**src/rtl/tomasulo_alu_unit_pkg.sv**
```systemverilog
// Shared definitions for the Tomasulo integer ALU functional unit.
// Opcode values are agreed with the ALU reservation station.
package tomasulo_alu_unit_pkg;

    localparam int ALU_ADD  = 0;
    localparam int ALU_SUB  = 1;
    localparam int ALU_AND  = 2;
    localparam int ALU_OR   = 3;
    localparam int ALU_XOR  = 4;
    localparam int ALU_NOR  = 5;
    localparam int ALU_SLT  = 6;
    localparam int ALU_SLTU = 7;

endpackage

```
**src/rtl/tomasulo_alu_unit_alu_result_fifo.sv**
```systemverilog
// Small result queue between the ALU and the CDB.
// The head is visible combinationally so that a CDB request can go out in the same cycle.
module alu_result_fifo #(
    parameter int  WIDTH = 36,
    parameter int  DEPTH = 2,
    localparam int CNT_W = $clog2(DEPTH) + 1,
    localparam int PTR_W = (DEPTH > 1) ? $clog2(DEPTH) : 1
) (
    input  logic             clk,
    input  logic             rst,
    input  logic             i_push,
    input  logic [WIDTH-1:0] i_push_data,
    input  logic             i_pop,
    output logic [WIDTH-1:0] o_head_data,
    output logic [CNT_W-1:0] o_count,
    output logic             o_empty
);

    localparam logic [CNT_W-1:0] DEPTH_C = CNT_W'(DEPTH);
    localparam logic [PTR_W-1:0] LAST_C  = PTR_W'(DEPTH - 1);

    logic [WIDTH-1:0] r_mem [DEPTH];
    logic [PTR_W-1:0] r_wr_ptr;
    logic [PTR_W-1:0] r_rd_ptr;
    logic [CNT_W-1:0] r_count;
    logic             w_do_push;
    logic             w_do_pop;

    assign w_do_pop  = i_pop && (r_count != '0);
    // A push into a full queue is only legal when the head leaves on the same edge.
    assign w_do_push = i_push && ((r_count < DEPTH_C) || w_do_pop);

    always_ff @(posedge clk) begin
        if (w_do_push) begin
            r_mem[r_wr_ptr] <= i_push_data;
        end
    end

    always_ff @(posedge clk or posedge rst) begin
        if (rst) begin
            r_wr_ptr <= '0;
            r_rd_ptr <= '0;
            r_count  <= '0;
        end else begin
            if (w_do_push) begin
                r_wr_ptr <= (r_wr_ptr == LAST_C) ? '0 : r_wr_ptr + 1'b1;
            end
            if (w_do_pop) begin
                r_rd_ptr <= (r_rd_ptr == LAST_C) ? '0 : r_rd_ptr + 1'b1;
            end
            case ({w_do_push, w_do_pop})
                2'b10:   r_count <= r_count + 1'b1;
                2'b01:   r_count <= r_count - 1'b1;
                default: r_count <= r_count;
            endcase
        end
    end

    assign o_head_data = r_mem[r_rd_ptr];
    assign o_count     = r_count;
    assign o_empty     = (r_count == '0);

endmodule

```
**src/rtl/tomasulo_alu_unit.sv**
```systemverilog
// Integer ALU functional unit: single-cycle ops, two-stage subtract, results queued for the CDB.
// Issue is blocked while a subtract is in its second stage, so results retire in accept order.
module tomasulo_alu_unit
    import tomasulo_alu_unit_pkg::*;
#(
    parameter int  DATA_W  = 32,
    parameter int  LABEL_W = 4,
    parameter int  OP_W    = 3,
    parameter int  DEPTH   = 2,
    localparam int CNT_W   = $clog2(DEPTH) + 1
) (
    input  logic               clk,
    input  logic               RST,
    input  logic               WEN,
    input  logic [OP_W-1:0]    op,
    input  logic [DATA_W-1:0]  dataIn1,
    input  logic [DATA_W-1:0]  dataIn2,
    input  logic [LABEL_W-1:0] labelIn,
    output logic               available,
    output logic               require,
    input  logic               requireAC,
    output logic [DATA_W-1:0]  result,
    output logic [LABEL_W-1:0] labelOut,
    output logic [CNT_W-1:0]   occupancy,
    output logic               inverseBusy
);

    localparam logic [CNT_W-1:0] DEPTH_C = CNT_W'(DEPTH);

    logic                       r_inv_busy;
    logic [DATA_W-1:0]          r_sub_a;
    logic [DATA_W-1:0]          r_sub_inv;
    logic [LABEL_W-1:0]         r_sub_label;

    logic                       w_pop;
    logic                       w_accept;
    logic                       w_is_sub;
    logic                       w_push;
    logic                       w_empty;
    logic [DATA_W-1:0]          w_alu_result;
    logic [DATA_W-1:0]          w_push_result;
    logic [LABEL_W-1:0]         w_push_label;
    logic [DATA_W+LABEL_W-1:0]  w_head;
    logic [CNT_W-1:0]           w_count;

    assign w_pop     = !w_empty && requireAC;
    assign available = !r_inv_busy && ((w_count < DEPTH_C) || w_pop);
    assign w_accept  = WEN && available;
    assign w_is_sub  = (op == OP_W'(ALU_SUB));

    always_comb begin
        w_alu_result = '0;
        case (op)
            OP_W'(ALU_ADD):  w_alu_result = dataIn1 + dataIn2;
            OP_W'(ALU_AND):  w_alu_result = dataIn1 & dataIn2;
            OP_W'(ALU_OR):   w_alu_result = dataIn1 | dataIn2;
            OP_W'(ALU_XOR):  w_alu_result = dataIn1 ^ dataIn2;
            OP_W'(ALU_NOR):  w_alu_result = ~(dataIn1 | dataIn2);
            OP_W'(ALU_SLT):  w_alu_result = {{(DATA_W-1){1'b0}}, ($signed(dataIn1) < $signed(dataIn2))};
            OP_W'(ALU_SLTU): w_alu_result = {{(DATA_W-1){1'b0}}, (dataIn1 < dataIn2)};
            default:         w_alu_result = '0;
        endcase
    end

    // Subtract stage one: capture the minuend and the two's-complement of the subtrahend.
    always_ff @(posedge clk or posedge RST) begin
        if (RST) begin
            r_inv_busy  <= 1'b0;
            r_sub_a     <= '0;
            r_sub_inv   <= '0;
            r_sub_label <= '0;
        end else begin
            r_inv_busy <= w_accept && w_is_sub;
            if (w_accept && w_is_sub) begin
                r_sub_a     <= dataIn1;
                r_sub_inv   <= ~dataIn2 + DATA_W'(1);
                r_sub_label <= labelIn;
            end
        end
    end

    assign w_push        = (w_accept && !w_is_sub) || r_inv_busy;
    assign w_push_result = r_inv_busy ? (r_sub_a + r_sub_inv) : w_alu_result;
    assign w_push_label  = r_inv_busy ? r_sub_label : labelIn;

    alu_result_fifo #(
        .WIDTH (DATA_W + LABEL_W),
        .DEPTH (DEPTH)
    ) u_result_fifo (
        .clk         (clk),
        .rst         (RST),
        .i_push      (w_push),
        .i_push_data ({w_push_label, w_push_result}),
        .i_pop       (w_pop),
        .o_head_data (w_head),
        .o_count     (w_count),
        .o_empty     (w_empty)
    );

    assign require     = !w_empty;
    assign result      = w_empty ? '0 : w_head[DATA_W-1:0];
    assign labelOut    = w_empty ? '0 : w_head[DATA_W+LABEL_W-1:DATA_W];
    assign occupancy   = w_count;
    assign inverseBusy = r_inv_busy;

endmodule
```
**config.mk**
```make
export PLATFORM = sky130hd
export DESIGN_NAME = tomasulo_alu_unit
export DESIGN_NICKNAME = d
export VERILOG_FILES = /design/src/rtl/tomasulo_alu_unit_pkg.sv /design/src/rtl/tomasulo_alu_unit_alu_result_fifo.sv /design/src/rtl/tomasulo_alu_unit.sv
export SDC_FILE = /design/constraint.sdc
export NUM_CORES = 1
export LEC_CHECK = 0
export CAP_MARGIN = 20
export CORE_MARGIN = 2
export CORE_UTILIZATION = 40
export DETAILED_ROUTE_END_ITERATION = 16
export PLACE_DENSITY = 0.65
export SETUP_SLACK_MARGIN = 0.2
export SLEW_MARGIN = 20
export SYNTH_ARGS = -nofsm -noshare
export SYNTH_HDL_FRONTEND = slang
export SYNTH_SLANG_ARGS = --single-unit
```
**constraint.sdc**
```tcl
create_clock -name clk -period 5.9 [get_ports clk]
set_input_delay 1.18 -clock clk [delete_from_list [all_inputs] [get_ports clk]]
set_output_delay 1.18 -clock clk [all_outputs]
set_load 0.005 [all_outputs]
```
# ---- After elaboration in Yosys (flattened, before gate mapping)
# Memories as Yosys holds them, arrays and structs flattened.
# Index checks and enable logic that the tools add are counted.
dict set report word_totals {
  word_cells 59
  regBits 73
  memories 1
  ram_bits 72
}
dict set report op_classes {
  muxes 10
  n_reduce_logical 17
  n_addsub 7
  n_bitwise 5
  magnitude_cmp 3
  n_eq_ne 9
}
# name depth word_bits rd rd_ports_with_merged_regs wr line_no
set memory_table {}
lappend memory_table {u_result_fifo.r_mem 2 36 1 0 1 tomasulo_alu_unit_alu_result_fifo.sv:22} ;# logic [WIDTH-1:0] r_mem [DEPTH];
# op n
set op_table {}
lappend op_table {{32-bit case mux with 7 select lines} 1}
lappend op_table {{32-bit adder} 2}
lappend op_table {{32-bit < comparator} 2}
lappend op_table {{32-bit two-way mux} 2}
lappend op_table {{32-bit NOT} 2}
lappend op_table {{32-bit by 1-bit adder with 32-bit output (second input constant)} 1}
lappend op_table {{32-bit bitwise AND} 1}
lappend op_table {{32-bit bitwise OR} 1}
lappend op_table {{32-bit XOR} 1}
lappend op_table {{3-bit equality test (second input constant)} 4}
lappend op_table {{4-bit two-way mux} 2}
lappend op_table {{1-bit logical AND} 7}
lappend op_table {{3-bit by 2-bit equality test with 1-bit output (second input constant)} 2}
lappend op_table {{1-bit two-way mux} 4}
lappend op_table {{2-bit case mux with 2 select lines} 1}
lappend op_table {{2-bit nonzero test} 2}
lappend op_table {{3-bit by 1-bit equality test with 1-bit output (second input constant)} 1}
lappend op_table {{1-bit logical NOT} 3}
lappend op_table {{3-bit logical NOT} 1}
lappend op_table {{1-bit logical OR} 3}
lappend op_table {{1-bit adder (second input constant)} 2}
lappend op_table {{2-bit by 1-bit adder with 2-bit output (second input constant)} 1}
lappend op_table {{2-bit by 1-bit equality test with 1-bit output (second input constant)} 1}
lappend op_table {{2-bit equality test (second input constant)} 1}
lappend op_table {{3 further kinds} 3}

# ---- Longest topological paths before layout
dict set report depth {
  word_depth 11
  mapped_depth 12
  depth_no_buf 12
}

# ---- Cells and area by module
# A second synthesis with hierarchy kept.
dict set report hier_totals {
  hier_cells 1338
  hier_area_um2 11992.8
}
# module instances area_each_um2 seq_area_each_um2 cells_each
set by_module_without_submodules {}
lappend by_module_without_submodules {tomasulo_alu_unit 1 9044.9 1726.7 1207}
lappend by_module_without_submodules {alu_result_fifo 1 2947.8 2262.2 131}

# ---- Least setup slack after synthesis
# No wires, ideal clock.
dict set report synth_timing {
  path_type {in2reg}
  startpoint {input op[0]}
  endpoint {memory u_result_fifo.r_mem[0][0], enable pin}
  required_time_ps 5471
  setup_time_ps 429
  arrival_ps 3376
  slack_ps 2095
  cell_stages 5
  path_cell_list {clkbuf_1 > nor3b_1 > nand2b_1 > a21o_1 > nor2_1}
}
dict set report synth_via {
  elab_chain_cells 7
}
# item line_no
set synth_rtl {}
lappend synth_rtl {{start: declaration} tomasulo_alu_unit.sv:15} ;# input logic [OP_W-1:0] op,
lappend synth_rtl {{3-bit by 1-bit equality test with 1-bit output} tomasulo_alu_unit.sv:49} ;# assign w_is_sub = (op == OP_W'(ALU_SUB));
lappend synth_rtl {{1-bit logical NOT} tomasulo_alu_unit.sv:82} ;# assign w_push = (w_accept && !w_is_sub) || r_inv_busy;
lappend synth_rtl {{1-bit logical AND} tomasulo_alu_unit.sv:82}
lappend synth_rtl {{1-bit logical OR} tomasulo_alu_unit.sv:82}
lappend synth_rtl {{1-bit logical AND} tomasulo_alu_unit_alu_result_fifo.sv:31} ;# assign w_do_push = i_push && ((r_count < DEPTH_C) || w_do_pop);
lappend synth_rtl {{1-bit two-way mux} tomasulo_alu_unit_alu_result_fifo.sv:34} ;# if (w_do_push) begin
lappend synth_rtl {{1-bit two-way mux (implied by the code)} tomasulo_alu_unit_alu_result_fifo.sv:35} ;# r_mem[r_wr_ptr] <= i_push_data;
lappend synth_rtl {{end: declaration} tomasulo_alu_unit_alu_result_fifo.sv:22}
# No other way between the ends.

# ---- Worst setup path in the final report
dict set report layout_timing {
  startpoint {input dataIn2[15]}
  endpoint {memory u_result_fifo.r_mem[1][31], data pin}
}
dict set report layout_via {
  elab_chain_cells 3
}
# item line_no
set layout_rtl {}
lappend layout_rtl {{start: declaration} tomasulo_alu_unit.sv:17} ;# input logic [DATA_W-1:0] dataIn2,
lappend layout_rtl {{32-bit adder} tomasulo_alu_unit.sv:54} ;# OP_W'(ALU_ADD): w_alu_result = dataIn1 + dataIn2;
lappend layout_rtl {{32-bit case mux with 7 select lines} tomasulo_alu_unit.sv:53} ;# case (op)
lappend layout_rtl {{32-bit two-way mux} tomasulo_alu_unit.sv:83} ;# assign w_push_result = r_inv_busy ? (r_sub_a + r_sub_inv) : w_alu_result;
lappend layout_rtl {{named net u_result_fifo.i_push_data[31]} tomasulo_alu_unit_alu_result_fifo.sv:12} ;# input logic [WIDTH-1:0] i_push_data,
# The timed path passes the listed nets, and every way through them passes these cells.

==> results by group <==
Synthesis
  • Top post-synthesis cells by area: edfxtp_1 (18%), dfrtp_1 (15%), ha_1 (14%)
  • Most frequent cell after synthesis: nand2_1
  • Mapped Area: 11,900 µm²
  • Cells after synthesis: 1,369
  • Syn. warnings: 0
  • Syn nets: 1,575
  • Cell taking the most area after synthesis: edfxtp_1
  • FF+latch count, synth: 145
  • Primary flip-flop cell chosen by synthesis mapping: dfrtp_1
  • Unique masters post-synth: 71
  • Async SR Flop Fraction: 50.3%
  • Share of the synthesized area in the top cell type: 18.2%
  • Commonest cells in the netlist: nand2_1 (139), o21ai_0 (134), ha_1 (129)
  • Sequential area share after synthesis: 33.5%
  • Post-synth EDFFs: 72
  • Mean area per synthesized cell: 8.69 µm²

Global route
  • Number of global-route vias before repair: 9,801
  • Largest net degree at the start of global routing: 71
  • Initial antenna violation count: 2
  • First-pass GRT wire length: 53.6 mm
  • Grt ovf: 0
  • GRT Overall Usage: 22.0%

Clocking
  • Clock buffer depth: 2
  • CTS root buf: clkbuf_16
  • Latest clock arrival within the worst-skew pair: 0.44 ns
  • Setup bufs post-CTS: 0
  • Clock sinks: 145
  • TritonCTS clock tree: built
  • H-tree levels: 4
  • Worst-path clk slew: 0.07 ns
  • CTS Buf Count: 17
  • Post-CTS sizing: 0
  • Hold_buf cts: 0

Place
  • Gpl congestion: 0.930
  • Worst slack at placement: 1.18 ns
  • Detailed Place HPWL: 25.9 mm
  • Port Buffers: 115

STA
  • Fin Setup TNS: 0 ns
  • RSZ-0062 raised after global routing: no
  • Hold Fails Final Rpt: 0
  • Slew margin rel.: 28.4%
  • Final setup viols: 0
  • Worst clock skew: 0.0192 ns
  • Final min period: 4.36 ns
  • F_max: 229 MHz
  • Tcrit/Tclk final: 73.9%
  • Hold_ws: 0.475 ns
  • Slew Limit Fails: 0
  • Slew @ Worst Pin: 1.07 ns
  • Fin worst setup slack: 1.54 ns

Setup path
  • CP max-delay cell: ha_1
  • WP buf/inv: 2
  • CP top delay family: compound AO/OA/AOI/OAI gates
  • Critical Path AT: 4.53 ns
  • Startpoint class of the critical path: input pin
  • CP most frequent cell: o21ai_0
  • Critical Path RT: 6.07 ns
  • CP Capture Type: flop
  • Setup CP Type: input pin to flop
  • Worst-path fanout max: 11
  • Worst path cell trace: clkdlybuf4s50_1 > inv_1 > ha_1 > nand4_1 > nor3_1 > o2bb2ai_1 > a21oi_1 > a221oi_2 > o21ai_0 > mux2i_1 > o21ai_0 > nand3_1
  • Slowest cell delay on critical path: 0.56 ns

Drt
  • Vias per cell: 5.50
  • Post-route ant nets: 0
  • DR WL met2: 15.0 mm
  • Detailed Route Iter0 Violations: 859
  • Drt wl/cell: 18.3 µm
  • WL met1: 16.2 mm
  • # DRC: 0
  • First drt pass iteration count: 5
  • Routed wire length: 33.8 mm
  • Uppermost layer routed: met4
  • Routed wl met3: 2.09 mm
  • Vias post-DR: 10,200

Final layout
  • Share of cells above drive strength 1: 5.35%
  • Final Util: 47.7%
  • Area Growth Syn to Fin: 18.3%
  • NumNets Final: 1,652

Die
  • Initial Util: 40.3%
  • Die ar.: 31,100 µm²
  • Die Width: 176 µm
  • Num rows: 63
  • Floorplan core area: 29,500 µm²
  • Die H: 176 µm
  • I/O Pins: 116

Job
  • Max-capacitance violation count: 0

Min path
  • Worst hold path class: flop to flop

Power and ir drop
  • Power per cell area: 357 nW/µm²
  • Static Leak: 6.06 nW
  • Peak VDD IR: 0.000215 V

Run status
  • Result of the run: complete, no violations
-- worst paths after layout --
| path | startpoint | to | slack, ns | cells past startpoint |
|---|---|---|---|---|
| max | dataIn2[15] | u_result_fifo.r_mem[1][31] | 1.54 | 12 |
| min | r_sub_label[3] | r_sub_label[3] | 0.48 | 2 |
| max reg2reg | r_sub_a[0] | u_result_fifo.r_mem[0][22] | 2.21 | 12 |
| min reg2reg | r_sub_label[3] | r_sub_label[3] | 0.48 | 2 |
| max in group asynchronous | RST | r_sub_a[17] | 3.64 | 3 |
| min in group asynchronous | RST | u_result_fifo.r_rd_ptr | 1.20 | 2 |
-- placed cells by master, fill, tap and decap left out, types with 9 or more instances in the layout --
| cell type | netlist | routed |
|---|---|---|
| a211oi_1 | 10 | 10 |
| a21o_1 | 23 | 23 |
| a21oi_1 | 92 | 92 |
| buf_4 | 0 | 12 |
| clkbuf_16 | 0 | 17 |
| clkdlybuf4s50_1 | 0 | 114 |
| dfrtp_1 | 73 | 72 |
| edfxtp_1 | 72 | 72 |
| ha_1 | 129 | 129 |
| inv_1 | 92 | 91 |
| mux2i_1 | 63 | 63 |
| nand2_1 | 139 | 139 |
| nand2b_1 | 15 | 15 |
| nand3_1 | 17 | 16 |
| nand4_1 | 13 | 13 |
| nor2_1 | 114 | 111 |
| nor2b_1 | 22 | 22 |
| nor3_1 | 19 | 18 |
| nor4_1 | 9 | 9 |
| o21a_1 | 14 | 14 |
| o21ai_0 | 134 | 134 |
| o21ai_1 | 12 | 12 |
| o21bai_1 | 11 | 11 |
| o22ai_1 | 26 | 26 |
| o31ai_1 | 9 | 9 |
| xnor2_1 | 62 | 62 |
| xor2_1 | 22 | 22 |
-- cell type report --
cell class / instances / area [µm²]
Multi-Input combinational cell: 1061 / 7330
Clock buffer: 17 / 425
Antenna cell: 2 / 5.00
Fill cell: 2848 / 15400
Inverter: 93 / 349
Sequential cell: 145 / 3990
Timing Repair Buffer: 128 / 1290
Tap cell: 390 / 488
Clock inverter: 15 / 196
-- tightest hold or removal path: cells and delay by family (launching register included) --
family	cells	cell delay [ns]
and+or+nand+nor	2	0.10
DFF	1	0.34
-- through the flow --
step	cells	power (mW)	instance area (µm²)
floorplan	1369	2.99	11900
global placement	1815	3.82	13400
detailed placement	1815	3.85	13400
CTS	1847	5.01	14000
global route	1851	5.36	14100
finish	1851	5.03	14100
-- report_power, final --
part           switching [mW]  internal, mW  leakage (nW)  total (mW)
registers               0.197          1.37          1.60        1.57
clock network           0.514         0.648         0.303        1.16
logic                    1.25          1.05          4.16        2.30
-- per-layer routing --
layer,vias to the layer above,GRT usage [%]
met5,-,0
met4,0,6.10
met3,30,2.84
met2,343,34.1
met1,4800,32.1
li1,5015,-
-- kinds of logic after synthesis --
kind of cell,synth area share (%)
and+or+nand+nor,15.0
DFF,33.5
adders and majority gates,13.9
buffers and inverters,5.21
AOI/OAI and AO/OA,20.4
xor gates and xnor gates,6.19
muxes,5.78
-- registers in the layout, indices dropped and copies added, names as in the netlist --
signal,cells
inverseBusy,1
r_sub_a,32
r_sub_inv,32
r_sub_label,4
u_result_fifo.o_count,2
u_result_fifo.r_mem,72
u_result_fifo.r_rd_ptr,1
u_result_fifo.r_wr_ptr,1
Note: power is estimated with default switching activity, not from simulation.
